File: config.mk
export PLATFORM = sky130hd
export DESIGN_NAME = hdmi_stream_crc_monitor
export DESIGN_NICKNAME = d
export VERILOG_FILES = /design/src/rtl/hdmi_mon_pkg.sv /design/src/rtl/crc32_d24_step.sv /design/src/rtl/hdmi_stream_crc_monitor.sv
export SDC_FILE = /design/constraint.sdc
export NUM_CORES = 1
export LEC_CHECK = 0
export CAP_MARGIN = 20
export CORE_MARGIN = 4
export CORE_UTILIZATION = 33
export DETAILED_ROUTE_END_ITERATION = 6
export SYNTH_ARGS = -nofsm -noshare
export SYNTH_HDL_FRONTEND = slang
export SYNTH_SLANG_ARGS = --single-unit
File: constraint.sdc
create_clock -name clk -period 4.5 [get_ports clk]
set_clock_uncertainty 0.15 [all_clocks]
set_input_delay 0.45 -clock clk [delete_from_list [all_inputs] [get_ports clk]]
set_output_delay 0.45 -clock clk [all_outputs]
set_load 0.05 [all_outputs]
File: src/rtl/hdmi_mon_pkg.sv
// Shared types and constants for the HDMI stream CRC monitor and related checkers.
package hdmi_mon_pkg;

    typedef enum logic {
        WAIT_SOF = 1'b0,
        IN_FRAME = 1'b1
    } hdmi_mon_state_e;

    typedef struct packed {
        logic [7:0] byte2;
        logic [7:0] byte1;
        logic [7:0] byte0;
    } rgb_pixel_t;

    localparam int unsigned PIXEL_W = 24;
    localparam int unsigned CRC_W   = 32;
    localparam int unsigned IDX_W   = 16;
    localparam int unsigned ERR_W   = 16;

    localparam logic [CRC_W-1:0] CRC32_POLY_REFL = 32'hEDB88320;
    localparam logic [CRC_W-1:0] CRC32_INIT      = 32'hFFFFFFFF;
    localparam logic [CRC_W-1:0] CRC32_XOROUT    = 32'hFFFFFFFF;
    localparam logic [ERR_W-1:0] SYNC_ERR_MAX    = 16'hFFFF;

    // Reflected CRC-32 update for one byte, LSB first.
    function automatic logic [CRC_W-1:0] crc32_fold_byte(input logic [CRC_W-1:0] crc,
                                                         input logic [7:0]       data);
        logic [CRC_W-1:0] c;
        c = crc ^ {24'h0, data};
        for (int i = 0; i < 8; i++) begin
            c = c[0] ? ((c >> 1) ^ CRC32_POLY_REFL) : (c >> 1);
        end
        return c;
    endfunction

endpackage

File: src/rtl/crc32_d24_step.sv
// Combinational CRC-32 step over one 24-bit pixel, folded byte0, byte1, byte2.
module crc32_d24_step
    import hdmi_mon_pkg::*;
(
    input  logic [CRC_W-1:0]   crc_in,
    input  logic [PIXEL_W-1:0] data_in,
    output logic [CRC_W-1:0]   crc_out
);

    rgb_pixel_t pix;

    assign pix = rgb_pixel_t'(data_in);

    always_comb begin
        crc_out = crc_in;
        crc_out = crc32_fold_byte(crc_out, pix.byte0);
        crc_out = crc32_fold_byte(crc_out, pix.byte1);
        crc_out = crc32_fold_byte(crc_out, pix.byte2);
    end

endmodule

File: src/rtl/hdmi_stream_crc_monitor.sv
// Terminal sink for the 24-bit RGB video stream: framing checks, per-frame CRC-32, counters.
// Define HDMI_MON_BACKPRESSURE_EN to throttle tready with a 16-bit LFSR.
module hdmi_stream_crc_monitor
    import hdmi_mon_pkg::*;
#(
    parameter int unsigned SCREEN_WIDTH  = 32,
    parameter int unsigned SCREEN_HEIGHT = 24
`ifdef HDMI_MON_BACKPRESSURE_EN
    ,
    parameter logic [15:0] THROTTLE_SEED = 16'hACE1
`endif
) (
    input  logic               clk,
    input  logic               rst_n,
    input  logic [PIXEL_W-1:0] s_axis_tdata,
    input  logic               s_axis_tvalid,
    output logic               s_axis_tready,
    input  logic               s_axis_tlast,
    input  logic               s_axis_tuser,
    input  logic               err_clr,
    output logic [31:0]        hdmi_beat_count,
    output logic [31:0]        hdmi_frame_count,
    output logic [CRC_W-1:0]   hdmi_crc_last,
    output logic [IDX_W-1:0]   hdmi_line_count,
    output logic [IDX_W-1:0]   hdmi_pixel_in_line,
    output logic               frame_done,
    output logic [ERR_W-1:0]   sync_err_count
);

    localparam logic [IDX_W-1:0] LAST_PIX  = IDX_W'(SCREEN_WIDTH - 1);
    localparam logic [IDX_W-1:0] LAST_LINE = IDX_W'(SCREEN_HEIGHT - 1);

    hdmi_mon_state_e  state_q, state_d;
    logic [CRC_W-1:0] crc_q, crc_d;
    logic [CRC_W-1:0] crc_seed_c, crc_next_c;
    logic [IDX_W-1:0] pix_q, pix_d;
    logic [IDX_W-1:0] line_q, line_d;
    logic [31:0]      beat_q, beat_d;
    logic [31:0]      frame_q, frame_d;
    logic [CRC_W-1:0] crc_last_q, crc_last_d;
    logic             done_q, done_d;
    logic [ERR_W-1:0] err_q, err_d;
    logic             ready_q;

    logic             accept_c;
    logic [IDX_W-1:0] cur_pix_c, cur_line_c;
    logic             at_last_pix_c;
    logic [1:0]       err_inc_c;
    logic [ERR_W:0]   err_sum_c;

    assign accept_c   = s_axis_tvalid && ready_q;
    // A start-of-frame beat always restarts the CRC, whether or not a frame was open.
    assign crc_seed_c = s_axis_tuser ? CRC32_INIT : crc_q;

    crc32_d24_step u_crc_step (
        .crc_in  (crc_seed_c),
        .data_in (s_axis_tdata),
        .crc_out (crc_next_c)
    );

    always_ff @(posedge clk or negedge rst_n) begin
        if (!rst_n) begin
            state_q    <= WAIT_SOF;
            crc_q      <= CRC32_INIT;
            pix_q      <= '0;
            line_q     <= '0;
            beat_q     <= '0;
            frame_q    <= '0;
            crc_last_q <= '0;
            done_q     <= 1'b0;
            err_q      <= '0;
        end else begin
            state_q    <= state_d;
            crc_q      <= crc_d;
            pix_q      <= pix_d;
            line_q     <= line_d;
            beat_q     <= beat_d;
            frame_q    <= frame_d;
            crc_last_q <= crc_last_d;
            done_q     <= done_d;
            err_q      <= err_d;
        end
    end

    always_comb begin
        state_d       = state_q;
        crc_d         = crc_q;
        pix_d         = pix_q;
        line_d        = line_q;
        beat_d        = beat_q;
        frame_d       = frame_q;
        crc_last_d    = crc_last_q;
        done_d        = 1'b0;
        err_inc_c     = 2'd0;
        cur_pix_c     = pix_q;
        cur_line_c    = line_q;
        at_last_pix_c = 1'b0;
        err_sum_c     = '0;

        if (accept_c) begin
            beat_d = beat_q + 32'd1;
            if (state_q == WAIT_SOF && !s_axis_tuser) begin
                err_inc_c = 2'd1;
            end else begin
                if (s_axis_tuser) begin
                    cur_pix_c  = '0;
                    cur_line_c = '0;
                end
                if (state_q == IN_FRAME && s_axis_tuser) begin
                    err_inc_c = err_inc_c + 2'd1;
                end
                crc_d         = crc_next_c;
                state_d       = IN_FRAME;
                at_last_pix_c = (cur_pix_c == LAST_PIX);
                if (s_axis_tlast || at_last_pix_c) begin
                    // Early tlast or missing tlast both count as one framing error.
                    if (s_axis_tlast != at_last_pix_c) begin
                        err_inc_c = err_inc_c + 2'd1;
                    end
                    pix_d = '0;
                    if (cur_line_c == LAST_LINE) begin
                        crc_last_d = crc_next_c ^ CRC32_XOROUT;
                        frame_d    = frame_q + 32'd1;
                        done_d     = 1'b1;
                        line_d     = '0;
                        state_d    = WAIT_SOF;
                    end else begin
                        line_d = cur_line_c + IDX_W'(1);
                    end
                end else begin
                    pix_d = cur_pix_c + IDX_W'(1);
                end
            end
        end

        err_sum_c = {1'b0, err_q} + (ERR_W + 1)'(err_inc_c);
        if (err_sum_c > {1'b0, SYNC_ERR_MAX}) begin
            err_d = SYNC_ERR_MAX;
        end else begin
            err_d = err_sum_c[ERR_W-1:0];
        end
        if (err_clr) begin
            err_d = '0;
        end
    end

`ifdef HDMI_MON_BACKPRESSURE_EN
    logic [15:0] lfsr_q;
    logic [15:0] lfsr_d;

    // Fibonacci LFSR, taps 16/14/13/11; tready mirrors bit 0.
    assign lfsr_d = {lfsr_q[14:0], lfsr_q[15] ^ lfsr_q[13] ^ lfsr_q[12] ^ lfsr_q[10]};

    always_ff @(posedge clk or negedge rst_n) begin
        if (!rst_n) begin
            lfsr_q  <= THROTTLE_SEED;
            ready_q <= 1'b0;
        end else begin
            lfsr_q  <= lfsr_d;
            ready_q <= lfsr_d[0];
        end
    end
`else
    always_ff @(posedge clk or negedge rst_n) begin
        if (!rst_n) begin
            ready_q <= 1'b0;
        end else begin
            ready_q <= 1'b1;
        end
    end
`endif

    assign s_axis_tready      = ready_q;
    assign hdmi_beat_count    = beat_q;
    assign hdmi_frame_count   = frame_q;
    assign hdmi_crc_last      = crc_last_q;
    assign hdmi_line_count    = line_q;
    assign hdmi_pixel_in_line = pix_q;
    assign frame_done         = done_q;
    assign sync_err_count     = err_q;

endmodule
Word level (Yosys, flattened, before mapping)
Cells that the tools add are included.
Widths: inputs -> output; s select.
{ "classes": {"add_sub_neg": 6, "n_lt_le_gt_ge": 1, "n_eq_ne": 3, "n_mux": 48, "n_bitwise": 30, "reduce_logical": 8} }
{ "ops": {"columns": ["operator", "count"], "rows": [
  ["$mux 32", 25],
  ["$not 13->14", 24],
  ["$mux 16", 10],
  ["$xor 32x8->32", 3],
  ["$add 32x1->32 const B", 2],
  ["$add 16x1->16 const B", 2],
  ["$eq 16x5->1 const B", 2],
  ["$not 32->32", 1],
  ["$add 16x2->17", 1],
  ["$gt 17x16->1 const B", 1],
  ["$mux 2", 6],
  ["$mux 1", 7],
  ["$reduce_and 4->1", 1],
  ["$logic_and 1x1->1", 3],
  ["$reduce_and 3->1", 1],
  ["$add 2x1->2 const B", 1],
  ["$not 1->1", 2],
  ["$reduce_and 2->1", 1],
  ["$logic_not 1->1", 1],
  ["$logic_or 1x1->1", 1],
  ["$ne 1x1->1", 1]
]} }
{ "totals": {"reg_bits": 179, "in_bits": 30, "output_inout_bits": 146, "elab_cells": 106} }

Logic depth before layout (Yosys ltp)
Gate-level depths: netlist of run 1.
{ "logic_depth": {"ltp_word": 53, "ltp_mapped": 23, "mapped_depth_nobuf": 17} }

Modules after synthesis
From an unflattened synthesis of run 1, not the netlist that was laid out.
{ "hier_totals": {"cells_unflattened": 1056, "area_unflattened_um2": 10829.1} }
{ "by_module_without_submodules": {"columns": ["module", "instances", "cells_each", "area_each_um2", "seq_area_each_um2"], "rows": [
  ["hdmi_stream_crc_monitor", 1, 863, 8375.5, 4519.3],
  ["crc32_d24_step", 1, 193, 2453.6, 0.0]
]} }

Worst setup path after synthesis of run 1
No wires, ideal clock.
{ "synth_timing": {"kind": "input to register", "from": "in s_axis_tuser", "to": "reg err_q[10], in the netlist sync_err_count[10]", "setup_ns": 0.137, "arrival_time_ns": 4.639, "required_ns": 4.213, "slack_ns": -0.426, "stages": 23, "cell_sequence": "buf_6 > buf_2 > buf_2 > buf_1 > clkbuf_1 > clkbuf_1 > nor2b_1 > ha_1 > nand3_1 > nor2_1 > nand4_1 > ha_1 > ha_1 > a21oi_1 > a21oi_1 > ha_1 > fa_1 > and4_1 > and4_1 > nand2_1 > or3_1 > clkbuf_1 > a21oi_1"} }
{ "synth_via": {"elab_chain_len": 13} }
{ "synth_lines": {"columns": ["element", "line_no", "source"], "rows": [
  ["start, declared", "hdmi_stream_crc_monitor.sv:19", "input logic s_axis_tuser,"],
  ["$mux 16 / $logic_and 1x1->1 (equally long branches)", "hdmi_stream_crc_monitor.sv:105, hdmi_stream_crc_monitor.sv:109", null],
  ["$mux 16 / $mux 1 (equally long branches)", "hdmi_stream_crc_monitor.sv:102, hdmi_stream_crc_monitor.sv:109", null],
  ["$mux 16 / $mux 2 (equally long branches)", "hdmi_stream_crc_monitor.sv:100, hdmi_stream_crc_monitor.sv:102", null],
  ["$eq 16x5->1 / $mux 2 (equally long branches)", "hdmi_stream_crc_monitor.sv:114, hdmi_stream_crc_monitor.sv:100", null],
  ["$ne 1x1->1 / $add 2x1->2 (equally long branches)", "hdmi_stream_crc_monitor.sv:117, hdmi_stream_crc_monitor.sv:118", null],
  ["$mux 2", "hdmi_stream_crc_monitor.sv:117", "if (s_axis_tlast != at_last_pix_c) begin"],
  ["$mux 2", "hdmi_stream_crc_monitor.sv:115", "if (s_axis_tlast || at_last_pix_c) begin"],
  ["$mux 2 *", "hdmi_stream_crc_monitor.sv:102", "if (state_q == WAIT_SOF && !s_axis_tuser) begin"],
  ["$mux 2 *", "hdmi_stream_crc_monitor.sv:100", "if (accept_c) begin"],
  ["$add 16x2->17 *", "hdmi_stream_crc_monitor.sv:136", "err_sum_c = {1'b0, err_q} + (ERR_W + 1)'(err_inc_c);"],
  ["$gt 17x16->1", "hdmi_stream_crc_monitor.sv:137", "if (err_sum_c > {1'b0, SYNC_ERR_MAX}) begin"],
  ["$mux 16 *", "hdmi_stream_crc_monitor.sv:137", null],
  ["$mux 16 *", "hdmi_stream_crc_monitor.sv:142", "if (err_clr) begin"],
  ["net err_d[10]", "hdmi_stream_crc_monitor.sv:42", "logic [ERR_W-1:0] err_q, err_d;"],
  ["end signal, assigned", "hdmi_stream_crc_monitor.sv:81", "err_q <= err_d;"],
  ["end, declared", "hdmi_stream_crc_monitor.sv:42", null]
]} }
Mark *: on every way through the listed nets, which the timed path passes. The rest lies on a longest branch. The select of a mux whose other input is x is not followed.
A chain may end at the register's enable or synchronous reset.

Worst setup path after layout of run 1
{ "layout_timing": {"from": "reg pix_q[8], in the netlist hdmi_pixel_in_line[8]", "to": "reg err_q[13], in the netlist sync_err_count[13]"} }
{ "layout_via": {"elab_chain_len": 13} }
{ "layout_lines": {"columns": ["element", "line_no", "source"], "rows": [
  ["start, declared", "hdmi_stream_crc_monitor.sv:36", "logic [IDX_W-1:0] pix_q, pix_d;"],
  ["start signal, assigned", "hdmi_stream_crc_monitor.sv:75", "pix_q <= pix_d;"],
  ["$mux 16 *", "hdmi_stream_crc_monitor.sv:105", "if (s_axis_tuser) begin"],
  ["$mux 16 *", "hdmi_stream_crc_monitor.sv:102", null],
  ["$mux 16 *", "hdmi_stream_crc_monitor.sv:100", null],
  ["$eq 16x5->1 *", "hdmi_stream_crc_monitor.sv:114", "at_last_pix_c = (cur_pix_c == LAST_PIX);"],
  ["$ne 1x1->1", "hdmi_stream_crc_monitor.sv:117", null],
  ["$mux 2", "hdmi_stream_crc_monitor.sv:117", null],
  ["$mux 2 *", "hdmi_stream_crc_monitor.sv:115", null],
  ["$mux 2 *", "hdmi_stream_crc_monitor.sv:102", null],
  ["$mux 2 *", "hdmi_stream_crc_monitor.sv:100", null],
  ["$add 16x2->17 *", "hdmi_stream_crc_monitor.sv:136", null],
  ["$gt 17x16->1", "hdmi_stream_crc_monitor.sv:137", null],
  ["$mux 16 *", "hdmi_stream_crc_monitor.sv:137", null],
  ["$mux 16 *", "hdmi_stream_crc_monitor.sv:142", null],
  ["net err_d[13]", "hdmi_stream_crc_monitor.sv:42", null]
]} }
Marked as above.

==> out/metrics.yaml, run 1 <==
yosys:
  syn_inst: 986
  synth_area_sq_um: 10800
  synthesis.nets: 1025
  ys_seq_elements: 179
  ys_seq_area_frac: 0.418
  ys_types: 56
  synth_area_per_cell_sq_um: 11.0
  yosysWarningCount: 0
  synthFlopType: "dfrtp_1"
  synth-edff-count: 0
  synthArstFlopShare: 1.00
finish:
  syn_to_final_growth_pct: 27.2
  seq_area_sq_um: 4520
  finalNetCount: 1205
  nFillCells: 3106
  multi_input_area_sq_um: 6130
  antenna_cells: 0
  layout-drive-gt1-share: 0.136
cts:
  postCtsHoldBufs: 0
  cts-resized-gates: 0
  path_clk_slew_ns: 0.07
  clockBufferDepth: 2
  post-cts-setup-buffers: 0
  clock_sinks: 179
  cts_max_level: 4
  cts_tree: "done"
  cts_buffers: 17
  clk_latency_ns: 0.44
  cts_root_buf: "clkbuf_16"
global_route:
  track_usage: 0.160
  grt_max_degree: 114
  antenna_found_initial: 0
  grt_pass1_wl_um: 45500
  overflow: 0
  first_global_vias: 7843
floorplan:
  die_w_um: 189
  io_pins: 176
  coreArea_sq_um: 32500
  row_count: 66
  start_util: 0.333
  die-area_sq_um: 35700
  die_h_um: 189
drt:
  wire_per_inst_um: 17.5
  drt-total-wl_um: 28400
  drt-pass1-iter-count: 5
  first_iter_violations: 556
  postRouteAntennaNets: 0
  wl_met1_um: 13900
  top_layer_used: "met4"
  dr_total_vias: 7739
  wl_met2_um: 12300
  vias_per_cell: 4.77
  wl_met3_um: 1860
  drc: 0
timing:
  whs_ns: -0.0127
  fin_crit_ns: 4.09
  setup_viol: 0
  fmax_ghz: 0.245
  slew_headroom: 0.340
  worst_slew_pin_slew_ns: 0.991
  fin_tns_setup_ns: 0
  drv_slew: 0
  fin_crit_sh: 0.909
  rsz0062_at_grt: "false"
  hold_viol_final: 7
placement:
  gp_congestion: 0.879
  hpwl_um: 21100
  placement.io_buffers: 175
critical_path:
  ff2ff_path_depth: 14
  crit_path_frequent_cell: "a21oi_1"
  required_ns: 4.70
  cpMaxStageDelayCell: "or4_4"
  regToRegEndpoint: "sync_err_count[13]"
  reg2reg_slack_ns: 0.41
  end_kind: "flip-flop"
  critPathMaxFanout: 13
  worstReg2RegStart: "hdmi_pixel_in_line[8]"
  cp.arrival_ns: 4.29
  worstPathCellList: "or4_4 > nor4b_2 > nand4_1 > ha_1 > ha_1 > a21oi_1 > a21oi_1 > ha_2 > fa_2 > and4_1 > and4_1 > nand2_1 > or3_4 > a21oi_1"
  cp_slowest_stage_delay_ns: 0.54
  worst-path-buf-inv: 0
  setup.worst_path.class: "reg -> reg"
  cp_top_family: "simple AND/OR/NAND/NOR gates"
  critPathLaunchType: "flip-flop"
min_path:
  hp-class: "in -> async"
outcome:
  violations: "negative hold slack"
  status: "complete, but fails checks"
flow_run:
  max_cap_viol_count: 0
-- through the flow --
step	worst slack (ns)	util	area, sq um	hold slack (ns)	instances
finish	0.410	0.424	13800	-0.0127	1621
global placement	0.277	0.406	13200	0.301	1589
global route	0.112	0.424	13800	0.0667	1621
CTS	0.383	0.424	13800	0.0460	1621
detailed placement	0.221	0.406	13200	0.315	1589
floorplan	0.00751	-	10900	0.00441	986
-- metal layers --
metal	track usage	up-vias
li1	-	3724
met1	0.236	3777
met2	0.237	220
met3	0.0411	18
met4	0.0398	0
met5	0	-
-- state kept, by name, summed over array words and instances, names as in the netlist --
signal / count
frame_done: 1
hdmi_beat_count: 32
hdmi_pixel_in_line: 16
state_q: 1
hdmi_frame_count: 32
hdmi_line_count: 16
crc_q: 32
sync_err_count: 16
hdmi_crc_last: 32
s_axis_tready: 1
-- area by class of cell --
type	instances	area share
clock inverters	15	0.0119
inverters	15	0.00409
repair buffers	194	0.139
well taps	442	0.0402
multi-input cells	759	0.446
flip-flops and latches	179	0.329
clock buffers	17	0.0309
-- kinds of logic (layout without fill, tap and decap cells) --
group                    Yosys count  count (layout)  share of synthesized area
AND/OR/NAND/NOR                  314             314                      0.141
buffers and inverters             48             241                     0.0191
adder cells (fa/ha/maj)            9               9                     0.0111
flip-flops                       179             179                      0.418
AO/OA/AOI/OAI                    122             122                     0.0658
multiplexers                      30              30                     0.0312
XOR/XNOR                         283             283                      0.313
other                              1               1                   0.000347
-- cells in the final DEF, fill, tap and decap left out, types with 5 or more instances in the layout --
cell type and instances:
xnor2_1 165, xor3_1 7, xnor3_1 33, and3_1 22, mux2_2 30, a31oi_1 10
xnor2_2 7, and4_1 10, nand2b_1 8, a32o_1 5, o21ai_0 63, nor2_2 5
nand4_1 11, xnor2_4 8, nor3_1 7, nand2_1 102, ha_1 6, nand3_1 41
clkdlybuf4s50_1 173, clkbuf_16 17, xnor3_2 5, o31ai_1 11, a22o_1 5, dfstp_2 32
buf_4 18, xor2_1 52, and2_1 10, dfrtp_1 147, nor4_1 8, nor2_1 66
a21oi_1 18, nor2b_1 8, inv_1 14
-- cells in the mapped netlist, drive strengths merged, types with 2 or more instances --
| cell type | instances | area (sq um) |
|---|---|---|
| and2 | 10 | 62.6 |
| nand4 | 11 | 68.8 |
| dfstp | 32 | 841 |
| xor2 | 56 | 532 |
| nor3 | 8 | 45.0 |
| nor3b | 2 | 15.0 |
| clkbuf | 21 | 78.8 |
| xnor3 | 38 | 862 |
| nand3 | 42 | 210 |
| o31ai | 11 | 82.6 |
| nor4 | 8 | 50.1 |
| inv | 14 | 52.6 |
| nand2 | 102 | 383 |
| a31oi | 10 | 62.6 |
| buf | 12 | 71.3 |
| dfrtp | 147 | 3680 |
| o211ai | 2 | 15.0 |
| mux2 | 30 | 338 |
| a22o | 5 | 43.8 |
| a32o | 5 | 50.1 |
| xor3 | 9 | 216 |
| a21oi | 18 | 90.1 |
| or3 | 2 | 12.5 |
| and4 | 10 | 87.6 |
| ha | 8 | 100 |
| and3 | 22 | 138 |
| xnor2 | 180 | 1780 |
| nand2b | 8 | 50.1 |
| nor2 | 72 | 288 |
| o21ai | 67 | 335 |
| nor2b | 9 | 56.3 |
| or2 | 4 | 25.0 |
-- worst max-delay path by stage --
stage	end	slack, ns	from	cells past startpoint
after global routing	sync_err_count[11]	0.11	hdmi_pixel_in_line[8]	14
after detailed placement	hdmi_crc_last[19]	0.22	s_axis_tdata[2]	8
after CTS	sync_err_count[13]	0.38	hdmi_pixel_in_line[8]	14
final	sync_err_count[13]	0.41	hdmi_pixel_in_line[8]	14
after global placement	hdmi_crc_last[19]	0.28	s_axis_tdata[2]	8
after floorplan	sync_err_count[10]	0.008	s_axis_tuser	20
Power of run 1 is not shown: default switching activity piles up to over one toggle a cycle in this logic, so the estimate is an artifact.
==> inputs of run 2 (changes only) <==
- PLACE_DENSITY: default -> 0.62
==> run 2 against run 1 <==
Compared with the run above: the run now ends clean; highest routed layer unchanged; design area grew 0.43%; cell count barely moved; routed wire length is 1.7% lower; hold slack improved by 0.33 ns; flip-flop and latch count stayed put; setup slack better by 0.032 ns; via count decreased by 0.88%; critical endpoint unchanged; clock-buffer cell count unchanged; register-to-register slack improved by 0.03 ns; fmax grew 0.79%; non-clock buffer count grew 1; first-iteration DRC count grew 2.9%.
==> out/metrics.yaml, run 2 (synthesis gave the netlist of run 1 again) <==
outcome:
  status: "finished, final reports clean"
critical_path:
  cp_slowest_stage_delay_ns: 0.54
  cp-startpoint: "hdmi_pixel_in_line[8]"
  cpMaxStageDelayCell: "or4_4"
  critPathMaxFanout: 13
  cp.arrival_ns: 4.26
  required_ns: 4.70
  worstPathCellList: "or4_4 > nor4b_2 > nand4_1 > ha_1 > ha_1 > a21oi_1 > a21oi_1 > ha_2 > fa_2 > and4_1 > and4_1 > nand2_1 > or3_4 > a21oi_1"
  reg2reg_slack_ns: 0.44
  ff2ff_path_depth: 14
  setup.worst_path.class: "reg -> reg"
  end_kind: "flip-flop"
  worstReg2RegStart: "hdmi_pixel_in_line[8]"
  regToRegEndpoint: "sync_err_count[13]"
  critPathLaunchType: "flip-flop"
  worst-path-buf-inv: 0
  cp_top_family: "simple AND/OR/NAND/NOR gates"
  crit_path_frequent_cell: "a21oi_1"
timing:
  fin_tns_setup_ns: 0
  drv_slew: 0
  setup_ws_ns: 0.442
  hold_viol_final: 0
  fmax_ghz: 0.246
  worst_slew_pin_slew_ns: 0.826
  setup_viol: 0
  fin_crit_ns: 4.06
  fin_crit_sh: 0.902
  slew_headroom: 0.449
  rsz0062_at_grt: "false"
drt:
  first_iter_violations: 572
  drt-total-wl_um: 27900
  drc: 0
  drt-pass1-iter-count: 5
  dr_total_vias: 7671
  postRouteAntennaNets: 0
  vias_per_cell: 4.73
  wire_per_inst_um: 17.2
floorplan:
  coreArea_sq_um: 32500
  start_util: 0.333
  row_count: 66
  die-area_sq_um: 35700
  die_h_um: 189
  io_pins: 176
  die_w_um: 189
flow_run:
  max_cap_viol_count: 0
min_path:
  hp-class: "reg -> reg"
  min_from: "crc_q[19]"
  min_to: "crc_q[19]"
  holdPathStages: 2
global_route:
  grt_max_degree: 92
  antenna_found_initial: 0
  overflow: 0
  grt_pass1_wl_um: 44500
  first_global_vias: 7717
  track_usage: 0.157
cts:
  clockBufferDepth: 2
  clk_latency_ns: 0.44
  clock_sinks: 179
  post-cts-setup-buffers: 0
  cts_buffers: 17
  cts-resized-gates: 0
  path_clk_slew_ns: 0.08
  postCtsHoldBufs: 1
  cts_root_buf: "clkbuf_16"
  cts_max_level: 4
  cts_tree: "done"
finish:
  layout_commonest_cell: "clkdlybuf4s50_1"
  antenna_cells: 0
  final_cell_mix: "clkdlybuf4s50_1 (173), xnor2_1 (165), dfrtp_1 (147), nand2_1 (102), nor2_1 (66)"
  layout-drive-gt1-share: 0.136
  finalNetCount: 1206
  nFillCells: 3117
  syn_to_final_growth_pct: 27.7
placement:
  placement.io_buffers: 175
  gp_congestion: 0.904
  pre_cts_slack_ns: 0.253
  hpwl_um: 20800
==> run 2: cell type report <==
cell class                 count  area (sq um)  area share
inverter                      15          56.3     0.00408
timing repair buffer         195          1920       0.139
clock inverter                15           213      0.0154
multi-input combinational    759          6130       0.444
sequential                   179          4520       0.327
tap                          442           553      0.0400
clock buffer                  17           425      0.0308
==> run 2: worst max path at each step <==
stage                                    end  slack (ns)  cells past startpoint
after global placement     hdmi_crc_last[19]        0.30                      8
after floorplan           sync_err_count[10]       0.008                     20
after global routing      sync_err_count[13]        0.21                     14
after CTS                  sync_err_count[1]        0.42                     14
after detailed placement   hdmi_crc_last[19]        0.25                      8
final                     sync_err_count[13]        0.44                     14
==> run 2: routing by layer <==
| metal | vias up | track usage | routed length [um] | share of wire |
|---|---|---|---|---|
| met5 | - | 0 | 0 | 0 |
| met4 | 0 | 0.0387 | 425 | 0.015 |
| met3 | 21 | 0.0356 | 1610 | 0.058 |
| met2 | 193 | 0.231 | 12000 | 0.43 |
| met1 | 3727 | 0.234 | 13800 | 0.50 |
| li1 | 3730 | - | - | - |
==> run 2: worst register-to-register path, delay by kind of cell, from the launching register on <==
| family | cells | cell delay (ns) |
|---|---|---|
| adder cells (fa/ha/maj) | 4 | 1.03 |
| flip-flops | 1 | 0.47 |
| AO/OA/AOI/OAI | 3 | 0.36 |
| AND/OR/NAND/NOR | 7 | 1.95 |
==> run 2: metrics by stage <==
step           utilization  hold slack (ns)  instances  cell area, sq um
4_1_cts              0.426            0.319       1622             13800
6_report             0.426            0.315       1622             13800
2_1_floorplan            -          0.00441        986             10900
3_5_place_dp         0.406            0.307       1589             13200
3_3_place_gp         0.406            0.302       1589             13200
5_1_grt              0.426            0.337       1622             13800
Power of run 2 is left out for the same reason.
==> inputs of run 3 (changes only) <==
- CORE_ASPECT_RATIO: default -> 1.25
- SKIP_CTS_REPAIR_TIMING: default -> 1
==> run 3 against run 2 <==
Compared with the run above: fmax down 0.90%; clock-buffer cell count unchanged; sequential share of layout area up 0.089 points; non-clock buffer count up 6; flip-flop and latch count unchanged; via count up 1.2%; register-to-register slack worse by 0.04 ns; setup slack worse by 0.037 ns; global-route usage up 1.1 points; die area about the same; routed wire length up 6.2%; hold slack worse by 0.046 ns; critical path type unchanged; largest cell class unchanged.
==> out/metrics.yaml, run 3 (synthesis gave the netlist of run 1 again) <==
timing:
  fin_crit_sh: 0.910
  fin_crit_ns: 4.09
  hold_viol_final: 0
  whs_ns: 0.269
  fin_tns_setup_ns: 0
  fmax_ghz: 0.244
  worst_slew_pin_slew_ns: 0.726
  rsz0062_at_grt: "false"
  setup_viol: 0
  slew_headroom: 0.512
  setup_ws_ns: 0.405
  drv_slew: 0
cts:
  cts_buffers: 17
  cts_tree: "done"
  clockBufferDepth: 2
  clock_sinks: 179
  path_clk_slew_ns: 0.08
  clk_latency_ns: 0.44
  cts_root_buf: "clkbuf_16"
  cts_max_level: 4
global_route:
  overflow: 0
  grt_max_degree: 125
  track_usage: 0.168
  first_global_vias: 8111
  antenna_found_initial: 0
  grt_pass1_wl_um: 47100
finish:
  syn_to_final_growth_pct: 27.4
  finalNonFillerCells: 1598
  layout-drive-gt1-share: 0.140
  finalNetCount: 1212
  nFillCells: 3075
  final_cell_mix: "clkdlybuf4s50_1 (173), xnor2_1 (165), dfrtp_1 (147), nand2_1 (102), nor2_1 (66)"
  antenna_cells: 0
  layout_commonest_cell: "clkdlybuf4s50_1"
outcome:
  status: "finished, final reports clean"
critical_path:
  required_ns: 4.69
  cp_top_family: "simple AND/OR/NAND/NOR gates"
  critPathLaunchType: "flip-flop"
  reg2reg_slack_ns: 0.41
  crit_path_frequent_cell: "a21oi_1"
  critPathMaxFanout: 13
  worstReg2RegStart: "hdmi_pixel_in_line[8]"
  worst-path-buf-inv: 0
  cp.arrival_ns: 4.29
  crit_cells: 14
  cp_slowest_stage_delay_ns: 0.55
  worstPathCellList: "or4_4 > nor4b_2 > nand4_1 > ha_1 > ha_1 > a21oi_1 > a21oi_1 > ha_2 > fa_2 > and4_1 > and4_1 > nand2_1 > or3_4 > a21oi_1"
  cpMaxStageDelayCell: "or4_4"
  regToRegEndpoint: "sync_err_count[10]"
  setup.worst_path.class: "reg -> reg"
  end_kind: "flip-flop"
  ff2ff_path_depth: 14
floorplan:
  io_pins: 176
  row_count: 73
  die_w_um: 170
  die_h_um: 210
  start_util: 0.337
  coreArea_sq_um: 32100
  die-area_sq_um: 35700
drt:
  drt-total-wl_um: 29600
  dr_total_vias: 7766
  drt-pass1-iter-count: 4
  wire_per_inst_um: 18.5
  drc: 0
  first_iter_violations: 410
  vias_per_cell: 4.86
  postRouteAntennaNets: 0
placement:
  pre_cts_slack_ns: 0.249
  dp_cells: 1564
  placement.io_buffers: 175
  hpwl_um: 22400
  gp_congestion: 0.927
min_path:
  hp-class: "in -> async"
flow_run:
  max_cap_viol_count: 0
## run 3: changes by cell type in the layout (fill, tap and decap cells not counted), moves of 2 or more
cell,previous run,this run
clkinv_2,0,2
buf_4,18,24
clkinv_8,7,2
inv_8,3,6
## run 3: metrics by stage
stage,instance area (sq um),util
after floorplan,10900,-
after global placement,13100,0.410
after detailed placement,13100,0.410
after CTS,13700,0.428
after global routing,13800,0.430
final,13800,0.430
## run 3: worst max path at each step
stage	start	endpoint	slack, ns
after detailed placement	s_axis_tuser	sync_err_count[10]	0.25
final	hdmi_pixel_in_line[8]	sync_err_count[10]	0.41
after floorplan	s_axis_tuser	sync_err_count[10]	0.008
after global routing	hdmi_pixel_in_line[8]	sync_err_count[13]	0.11
after global placement	s_axis_tuser	sync_err_count[0]	0.34
after CTS	hdmi_pixel_in_line[8]	sync_err_count[8]	0.39
## run 3: area by class of cell
class | count | area (sq um) | area share
Clock buffer | 17 | 425 | 0.0309
Tap cell | 412 | 515 | 0.0374
Inverter | 15 | 56.3 | 0.00409
Multi-Input combinational cell | 759 | 6130 | 0.445
Timing Repair Buffer | 201 | 1970 | 0.143
Clock inverter | 15 | 160 | 0.0116
Sequential cell | 179 | 4520 | 0.328
## run 3: routing by layer
layer	wire [um]	share of wire	GRT usage
met3	1140	0.039	0.0353
met5	0	0	0
met4	686	0.023	0.0526
met1	12300	0.41	0.207
met2	15500	0.52	0.295
Power of run 3 is left out for the same reason.
